**config.mk**
```make
export PLATFORM = sky130hd
export DESIGN_NAME = cp0_exc_ctrl
export DESIGN_NICKNAME = d
export VERILOG_FILES = /design/src/rtl/cp0_exc_ctrl.sv
export SDC_FILE = /design/constraint.sdc
export NUM_CORES = 1
export LEC_CHECK = 0
export BUFFER_PORTS_ARGS = -buffer_cell sky130_fd_sc_hd__buf_2
export CORE_AREA = 2 2 121 123
export DETAILED_ROUTE_END_ITERATION = 7
export DIE_AREA = 0 0 123 125
export PLACE_DENSITY = 0.69
export SLEW_MARGIN = 0
export SYNTH_ARGS = -nofsm -noshare
export SYNTH_HDL_FRONTEND = slang
export SYNTH_SLANG_ARGS = --single-unit
```
**constraint.sdc**
```tcl
create_clock -name clk -period 2.8 [get_ports clk]
set_input_delay 0.14 -clock clk [delete_from_list [all_inputs] [get_ports clk]]
set_output_delay 0.14 -clock clk [all_outputs]
set_load 0.005 [all_outputs]
```
**src/rtl/cp0_exc_ctrl.sv**
```systemverilog
`default_nettype none
// ============================================================================
// Module   : cp0_exc_ctrl
// Brief    : MEM-stage exception controller in front of the CP0 register
//            file. Arbitrates interrupts / synchronous exceptions against
//            MTC0 writes, owns the CP0 write port, sequences EPC and Status
//            updates, then flushes the pipeline and redirects the PC.
// Options  : CP0_EXC_COUNT_EN adds a saturating exception counter output.
// Revision : 1.0 - initial release
// ============================================================================
module cp0_exc_ctrl #(
  parameter logic [31:0] EXC_VECTOR      = 32'h0000_0020,
  parameter logic [4:0]  CP0_EPC_ADDR    = 5'd14,
  parameter logic [4:0]  CP0_STATUS_ADDR = 5'd12
) (
  input  logic        clk,
  input  logic        rst,
  input  logic        mem_inst_valid_i,
  input  logic [31:0] mem_pc_i,
  input  logic        mem_in_delay_slot_i,
  input  logic [31:0] mem_excepttype_i,
  input  logic        mem_cp0_we_i,
  input  logic [4:0]  mem_cp0_waddr_i,
  input  logic [31:0] mem_cp0_data_i,
  input  logic [31:0] cp0_status_i,
  input  logic [31:0] cp0_cause_i,
  input  logic [31:0] cp0_epc_i,
  output logic        cp0_we_o,
  output logic [4:0]  cp0_waddr_o,
  output logic [31:0] cp0_data_o,
  output logic        stall_o,
  output logic        flush_o,
  output logic [31:0] new_pc_o,
  output logic [31:0] excepttype_o,
  output logic [4:0]  exc_code_o,
  output logic        exc_bd_o
`ifdef CP0_EXC_COUNT_EN
  ,
  output logic [31:0] exc_count_o
`endif
);

  localparam logic [4:0] CP0_CAUSE_ADDR = 5'd13;

  localparam logic [1:0] S_IDLE      = 2'd0;
  localparam logic [1:0] S_WR_EPC    = 2'd1;
  localparam logic [1:0] S_WR_STATUS = 2'd2;
  localparam logic [1:0] S_REDIRECT  = 2'd3;

  localparam logic [31:0] TYPE_NONE = 32'h0;
  localparam logic [31:0] TYPE_INT  = 32'h1;
  localparam logic [31:0] TYPE_SYS  = 32'h8;
  localparam logic [31:0] TYPE_RI   = 32'ha;
  localparam logic [31:0] TYPE_OV   = 32'hc;
  localparam logic [31:0] TYPE_TRAP = 32'hd;
  localparam logic [31:0] TYPE_ERET = 32'he;

  localparam logic [4:0] CODE_INT  = 5'h00;
  localparam logic [4:0] CODE_SYS  = 5'h08;
  localparam logic [4:0] CODE_RI   = 5'h0a;
  localparam logic [4:0] CODE_OV   = 5'h0c;
  localparam logic [4:0] CODE_TRAP = 5'h0d;
  localparam logic [4:0] CODE_NONE = 5'h00;

  logic [1:0]  state;
  logic [1:0]  state_next;
  logic [31:0] status_eff;
  logic [7:0]  cause_ip;
  logic        int_pending;
  logic [31:0] det_type;
  logic [4:0]  det_code;
  logic        take;
  logic [31:0] pc_q;
  logic        bd_q;
  logic [31:0] type_q;
  logic [4:0]  code_q;
  logic        is_eret;
  logic        unused_bits;

  // Forward an in-flight MTC0 to Status so the interrupt check sees the new value
  always_comb begin
    status_eff = cp0_status_i;
    if (mem_cp0_we_i && (mem_cp0_waddr_i == CP0_STATUS_ADDR)) begin
      status_eff = mem_cp0_data_i;
    end
  end

  // Forward an in-flight MTC0 to Cause; only the software IP bits are writable
  always_comb begin
    cause_ip = cp0_cause_i[15:8];
    if (mem_cp0_we_i && (mem_cp0_waddr_i == CP0_CAUSE_ADDR)) begin
      cause_ip[1:0] = mem_cp0_data_i[9:8];
    end
  end

  // IE set, EXL clear, and at least one unmasked pending line
  assign int_pending = status_eff[0] & ~status_eff[1] & (|(cause_ip & status_eff[15:8]));

  // Fixed-priority pick of the exception to take this cycle
  always_comb begin
    det_type = TYPE_NONE;
    det_code = CODE_NONE;
    if (int_pending) begin
      det_type = TYPE_INT;
      det_code = CODE_INT;
    end else if (mem_excepttype_i[9]) begin
      det_type = TYPE_RI;
      det_code = CODE_RI;
    end else if (mem_excepttype_i[8]) begin
      det_type = TYPE_SYS;
      det_code = CODE_SYS;
    end else if (mem_excepttype_i[10]) begin
      det_type = TYPE_TRAP;
      det_code = CODE_TRAP;
    end else if (mem_excepttype_i[11]) begin
      det_type = TYPE_OV;
      det_code = CODE_OV;
    end else if (mem_excepttype_i[12]) begin
      det_type = TYPE_ERET;
      det_code = CODE_NONE;
    end
  end

  assign take    = (state == S_IDLE) && mem_inst_valid_i && (det_type != TYPE_NONE);
  assign is_eret = (type_q == TYPE_ERET);

  // Bits that the arbitration never looks at
  assign unused_bits = ^{status_eff[31:16], status_eff[7:2], cp0_cause_i[31:16],
                         cp0_cause_i[7:0], mem_excepttype_i[31:13], mem_excepttype_i[7:0]};

  // State register
  always_ff @(posedge clk or posedge rst) begin
    if (rst) begin
      state <= S_IDLE;
    end else begin
      state <= state_next;
    end
  end

  // Next-state logic: ERET skips the EPC write
  always_comb begin
    state_next = state;
    case (state)
      S_IDLE: begin
        if (take) begin
          state_next = (det_type == TYPE_ERET) ? S_WR_STATUS : S_WR_EPC;
        end
      end
      S_WR_EPC:    state_next = S_WR_STATUS;
      S_WR_STATUS: state_next = S_REDIRECT;
      S_REDIRECT:  state_next = S_IDLE;
      default:     state_next = S_IDLE;
    endcase
  end

  // Capture the faulting instruction context at the moment it is taken
  always_ff @(posedge clk or posedge rst) begin
    if (rst) begin
      pc_q   <= 32'h0;
      bd_q   <= 1'b0;
      type_q <= TYPE_NONE;
      code_q <= CODE_NONE;
    end else if (take) begin
      pc_q   <= mem_pc_i;
      bd_q   <= mem_in_delay_slot_i;
      type_q <= det_type;
      code_q <= det_code;
    end
  end

  // Output decode; reset forces every output low even though IDLE passes MTC0 through
  always_comb begin
    cp0_we_o    = 1'b0;
    cp0_waddr_o = 5'd0;
    cp0_data_o  = 32'h0;
    stall_o     = 1'b0;
    flush_o     = 1'b0;
    new_pc_o    = 32'h0;
    if (!rst) begin
      case (state)
        S_IDLE: begin
          if (take) begin
            stall_o = 1'b1;
          end else begin
            cp0_we_o    = mem_cp0_we_i;
            cp0_waddr_o = mem_cp0_waddr_i;
            cp0_data_o  = mem_cp0_data_i;
          end
        end
        S_WR_EPC: begin
          cp0_we_o    = 1'b1;
          cp0_waddr_o = CP0_EPC_ADDR;
          cp0_data_o  = bd_q ? (pc_q - 32'd4) : pc_q;
          stall_o     = 1'b1;
        end
        S_WR_STATUS: begin
          cp0_we_o    = 1'b1;
          cp0_waddr_o = CP0_STATUS_ADDR;
          cp0_data_o  = is_eret ? (cp0_status_i & ~32'h2) : (cp0_status_i | 32'h2);
          stall_o     = 1'b1;
        end
        S_REDIRECT: begin
          flush_o  = 1'b1;
          new_pc_o = is_eret ? cp0_epc_i : EXC_VECTOR;
        end
        default: begin
          stall_o = 1'b0;
        end
      endcase
    end
  end

  assign excepttype_o = type_q;
  assign exc_code_o   = code_q;
  assign exc_bd_o     = bd_q;

`ifdef CP0_EXC_COUNT_EN
  // Count completed non-ERET exception entries, saturating at all ones
  always_ff @(posedge clk or posedge rst) begin
    if (rst) begin
      exc_count_o <= 32'h0;
    end else if ((state == S_REDIRECT) && !is_eret && (exc_count_o != 32'hFFFF_FFFF)) begin
      exc_count_o <= exc_count_o + 32'd1;
    end
  end
`endif

endmodule
`default_nettype wire

```
==> reports/summary.log <==
qor: synthesis.synth_simple_gate_area_share 22.8%
qor: cts.htree_num_levels 2
qor: synthesis.combinational_family_with_the_most_area_after_synthesis simple AND/OR/NAND/NOR gates
qor: sta.final.setup_skew 0.00515 ns
qor: sta.finalHoldViolations 0
qor: synthesis.yosys_warnings 0
qor: sta.maxClockFrequency 0.351 GHz
qor: routing.first_iter_violations 149
qor: critical_path.criticalPathCategory flop to output port
qor: synthesis.synth_xor_area_share 6.29%
qor: synthesis.synth_area_per_cell 8.85 sq um
qor: placed_design.preCtsSetupSlack 0.145 ns
qor: power_and_ir_drop.irDropWorstVdd 0.335 mV
qor: sta.timing.slew.headroom 44.6%
qor: synthesis.library_cell_occupying_the_most_area_in_the_post_synthesis_netlist dfrtp_1
qor: grt.grt_antenna_before_repair 1
qor: synthesis.postSynth.asyncResetShare 100%
qor: sta.final_worst_setup_slack -0.0521 ns
qor: synthesis.post_synth_main_area_contributors dfrtp_1 28%, buf_4 6.2%, a22oi_1 6.0%
qor: synthesis.synth_top_cell_area_share 27.8%
qor: floorplanning.ioPinCount 312
qor: routing.final_antenna_net_count 0
qor: finish.fin_nets 880
qor: synthesis.synth_compound_area_share 19.8%
qor: critical_path.cp_cell_sequence or4_4 > or4_4 > buf_12 > or3_4 > xnor2_2 > a22oi_2 > o22ai_2 > buf_2
qor: power_and_ir_drop.report.power.total 4.44 mW
qor: placed_design.detailed_place_hpwl 11800 um
qor: routing.vias 4184
qor: min_path.hold_path.startpoint mem_pc_i[30]
qor: floorplanning.start_util 27.3%
qor: sta.tightestPinTransition 0.831 ns
qor: placed_design.total_cell_area_at_the_placement_stage 5200 sq um
qor: cts.cts_inserted_buffers 5
qor: critical_path.regToRegEndpoint pc_q[25]
qor: finish.share_of_post_route_cells_with_drive_strength_above_1 48.3%
qor: finish.stdcell_area 5560 sq um
qor: cts.cts_max_path_buffers 2
qor: critical_path.critPathArrivalTime 2.71 ns
qor: power_and_ir_drop.p_leak 2.83 nW
qor: cts.root_buffer clkbuf_16
qor: critical_path.cp.required 2.66 ns
qor: min_path.worst_hold_path_type input pin to flop
qor: synthesis.post_synth_num_cell_types 61
qor: critical_path.worst_r2r_startpoint state[0]
qor: min_path.cell_depth_of_the_worst_hold_path 2
qor: min_path.hold-path-endpoint pc_q[30]
qor: sta.grt_setup_unrepaired true
qor: synthesis.yosys_most_used_dff dfrtp_1
qor: synthesis.synth-edff-count 0
qor: routing.drt_drc_violations_left 0
qor: synthesis.postSynthCellCount 438
qor: routing.detail_route.vias_per_cell 4.88
qor: floorplanning.die_w 123 um
qor: critical_path.timing.critical_path.fanout_max 10
qor: critical_path.setup_crit_end_kind output port
qor: routing.route.final.wire_length 14900 um
qor: cts.cts_tree built
qor: sta.post-route-period-util 102%
qor: floorplanning.design.core.area 14200 sq um
qor: floorplanning.die_height 125 um
qor: flow_run.cap_viol_max_count 0
qor: cts.cts_hold_repair.buffers 0
qor: sta.finalMaxSlewViolations 0
qor: synthesis.postSynthRegisterBits 43
qor: grt.grt_pass1_wl 22300 um
qor: routing.avgRoutedWirePerCell 17.4 um
qor: grt.gr-usage-all-layers 19.0%
qor: cts.worst_skew_pair.late_latency 0.29 ns
qor: grt.grt_remaining_overflow 0
qor: synthesis.post_synth_fa_ha_maj_area_fraction 1.94%
qor: floorplanning.num_rows 44
qor: finish.n_fill_cell 1485
qor: floorplanning.fp.dieArea 15400 sq um
qor: sta.finalCriticalPeriod 2.85 ns
qor: synthesis.ys_seq_area_share 27.8%
qor: critical_path.cpMaxStageDelayCell or4_4
qor: critical_path.worstRegToRegCells 6
qor: critical_path.r2r_setup_slack 0.83 ns
qor: critical_path.start_kind flop
qor: sta.total_of_endpoints_with_negative_setup_slack_in_the_final_report 3
qor: placed_design.portBuffers 231
qor: routing.firstDrtPassIters 5
qor: finish.layout.core_utilization 39.1%
qor: outcome.failed_checks setup timing
qor: critical_path.cpPeakStageDelay 0.54 ns
qor: cts.clk_pin_slew_worst_paths 0.06 ns
qor: placed_design.finalWeightedCongestion 0.863
qor: cts.cts_num_sinks 43
qor: outcome.run_status finished, violations left
qor: power_and_ir_drop.power_per_cell_area 799 nW/um^2
qor: grt.via_count_of_the_first_global_routing_pass 4217
qor: critical_path.worst_path_most_repeated_cell or4_4
qor: finish.area_delta_synth_final 43.4%
qor: grt.grt_max_degree 45
qor: synthesis.post_synth_instance_area 3880 sq um
qor: synthesis.post_synth_mux_area_share 10.1%
[per-layer routing]
layer	global-route usage [%]	up-vias	part of all wire, %
met5	0	-	0
met4	5.48	0	2.2
met3	3.83	17	7.7
met2	34.4	206	51
met1	22.3	1959	39
li1	-	2002	-
[Yosys cell counts (all sizes together) (14+ instances only)]
master  instances
o22ai          31
nand2          48
inv            14
a22oi          31
buf            46
nor3           16
clkbuf         14
xor2           22
mux2           34
and2           32
nor2           17
dfrtp          43
[layout by cell type, fill, tap and decap left out, types with 5 or more instances in the layout]
master	count
buf_2	231
nand2_1	48
dfrtp_1	43
and2_1	32
a22oi_1	30
conb_1	29
o22ai_1	27
xor2_1	22
buf_4	21
mux2_1	17
mux2_2	17
nor2_1	16
inv_1	13
nor3_1	8
or4_4	6
ha_1	6
buf_12	6
a21oi_1	5
nor4_4	5
nor3_2	5
or3_1	5
clkbuf_16	5
[worst max-delay path: cells and delay by family (launching register included)]
family,cells,cell delay [ns]
buffers and inverters,2,0.34
AOI/OAI and AO/OA,2,0.24
and+or+nand+nor,3,1.32
xor gates and xnor gates,1,0.14
DFF,1,0.39
[per-stage QoR]
stage	setup TNS, ns	hold slack (ns)	cells
after floorplan	0	0.272	466
after global placement	0	0.352	840
after detailed placement	0	0.358	840
after CTS	-0.0987	0.0573	854
after global routing	-1.15	0.0657	857
final	-0.108	0.0626	858
[repair_timing]
item,4_1_cts,5_1_grt
pin swaps,2,8
buffers inserted,6,3
setup endpoints to repair,11,20
resized for setup,9,13
[registers in the layout, summed over array words and instances, names as in the netlist]
name,count
exc_code_o,4
state,2
pc_q,32
exc_bd_o,1
excepttype_o,4
[kinds of logic (layout without fill, tap and decap cells)]
family                   count (synthesis)  after routing
adder cells (fa/ha/maj)                  6              6
other                                    1             30
AND/OR/NAND/NOR                        150            150
buffers and inverters                   74            281
multiplexers                            35             35
XOR/XNOR                                27             27
flip-flops                              43             43
AO/OA/AOI/OAI                          102            102
[area by class of cell]
class	instances	area, sq um	share of cell area (%)
antenna	1	2.50	0.0450
sequential	43	1080	19.4
clock buffer	6	139	2.50
inverter	14	52.6	0.945
multi-input combinational	349	2580	46.3
timing repair buffer	259	1450	26.1
tap	184	230	4.14
clock inverter	2	35.0	0.630
[worst max-delay path by stage]
stage,start,to
after floorplan,pc_q[8],cp0_data_o[14]
after global placement,pc_q[4],cp0_data_o[14]
after detailed placement,pc_q[4],cp0_data_o[14]
after CTS,pc_q[5],cp0_data_o[14]
after global routing,pc_q[8],cp0_data_o[23]
final,pc_q[8],cp0_data_o[14]
[power breakdown]
part           total [mW]  internal (mW)  switching [mW]
registers            1.25          0.938           0.312
logic                2.51           1.23            1.28
clock network       0.688          0.444           0.244
total                4.44           2.61            1.84
(Power assumes the default switching activity.)
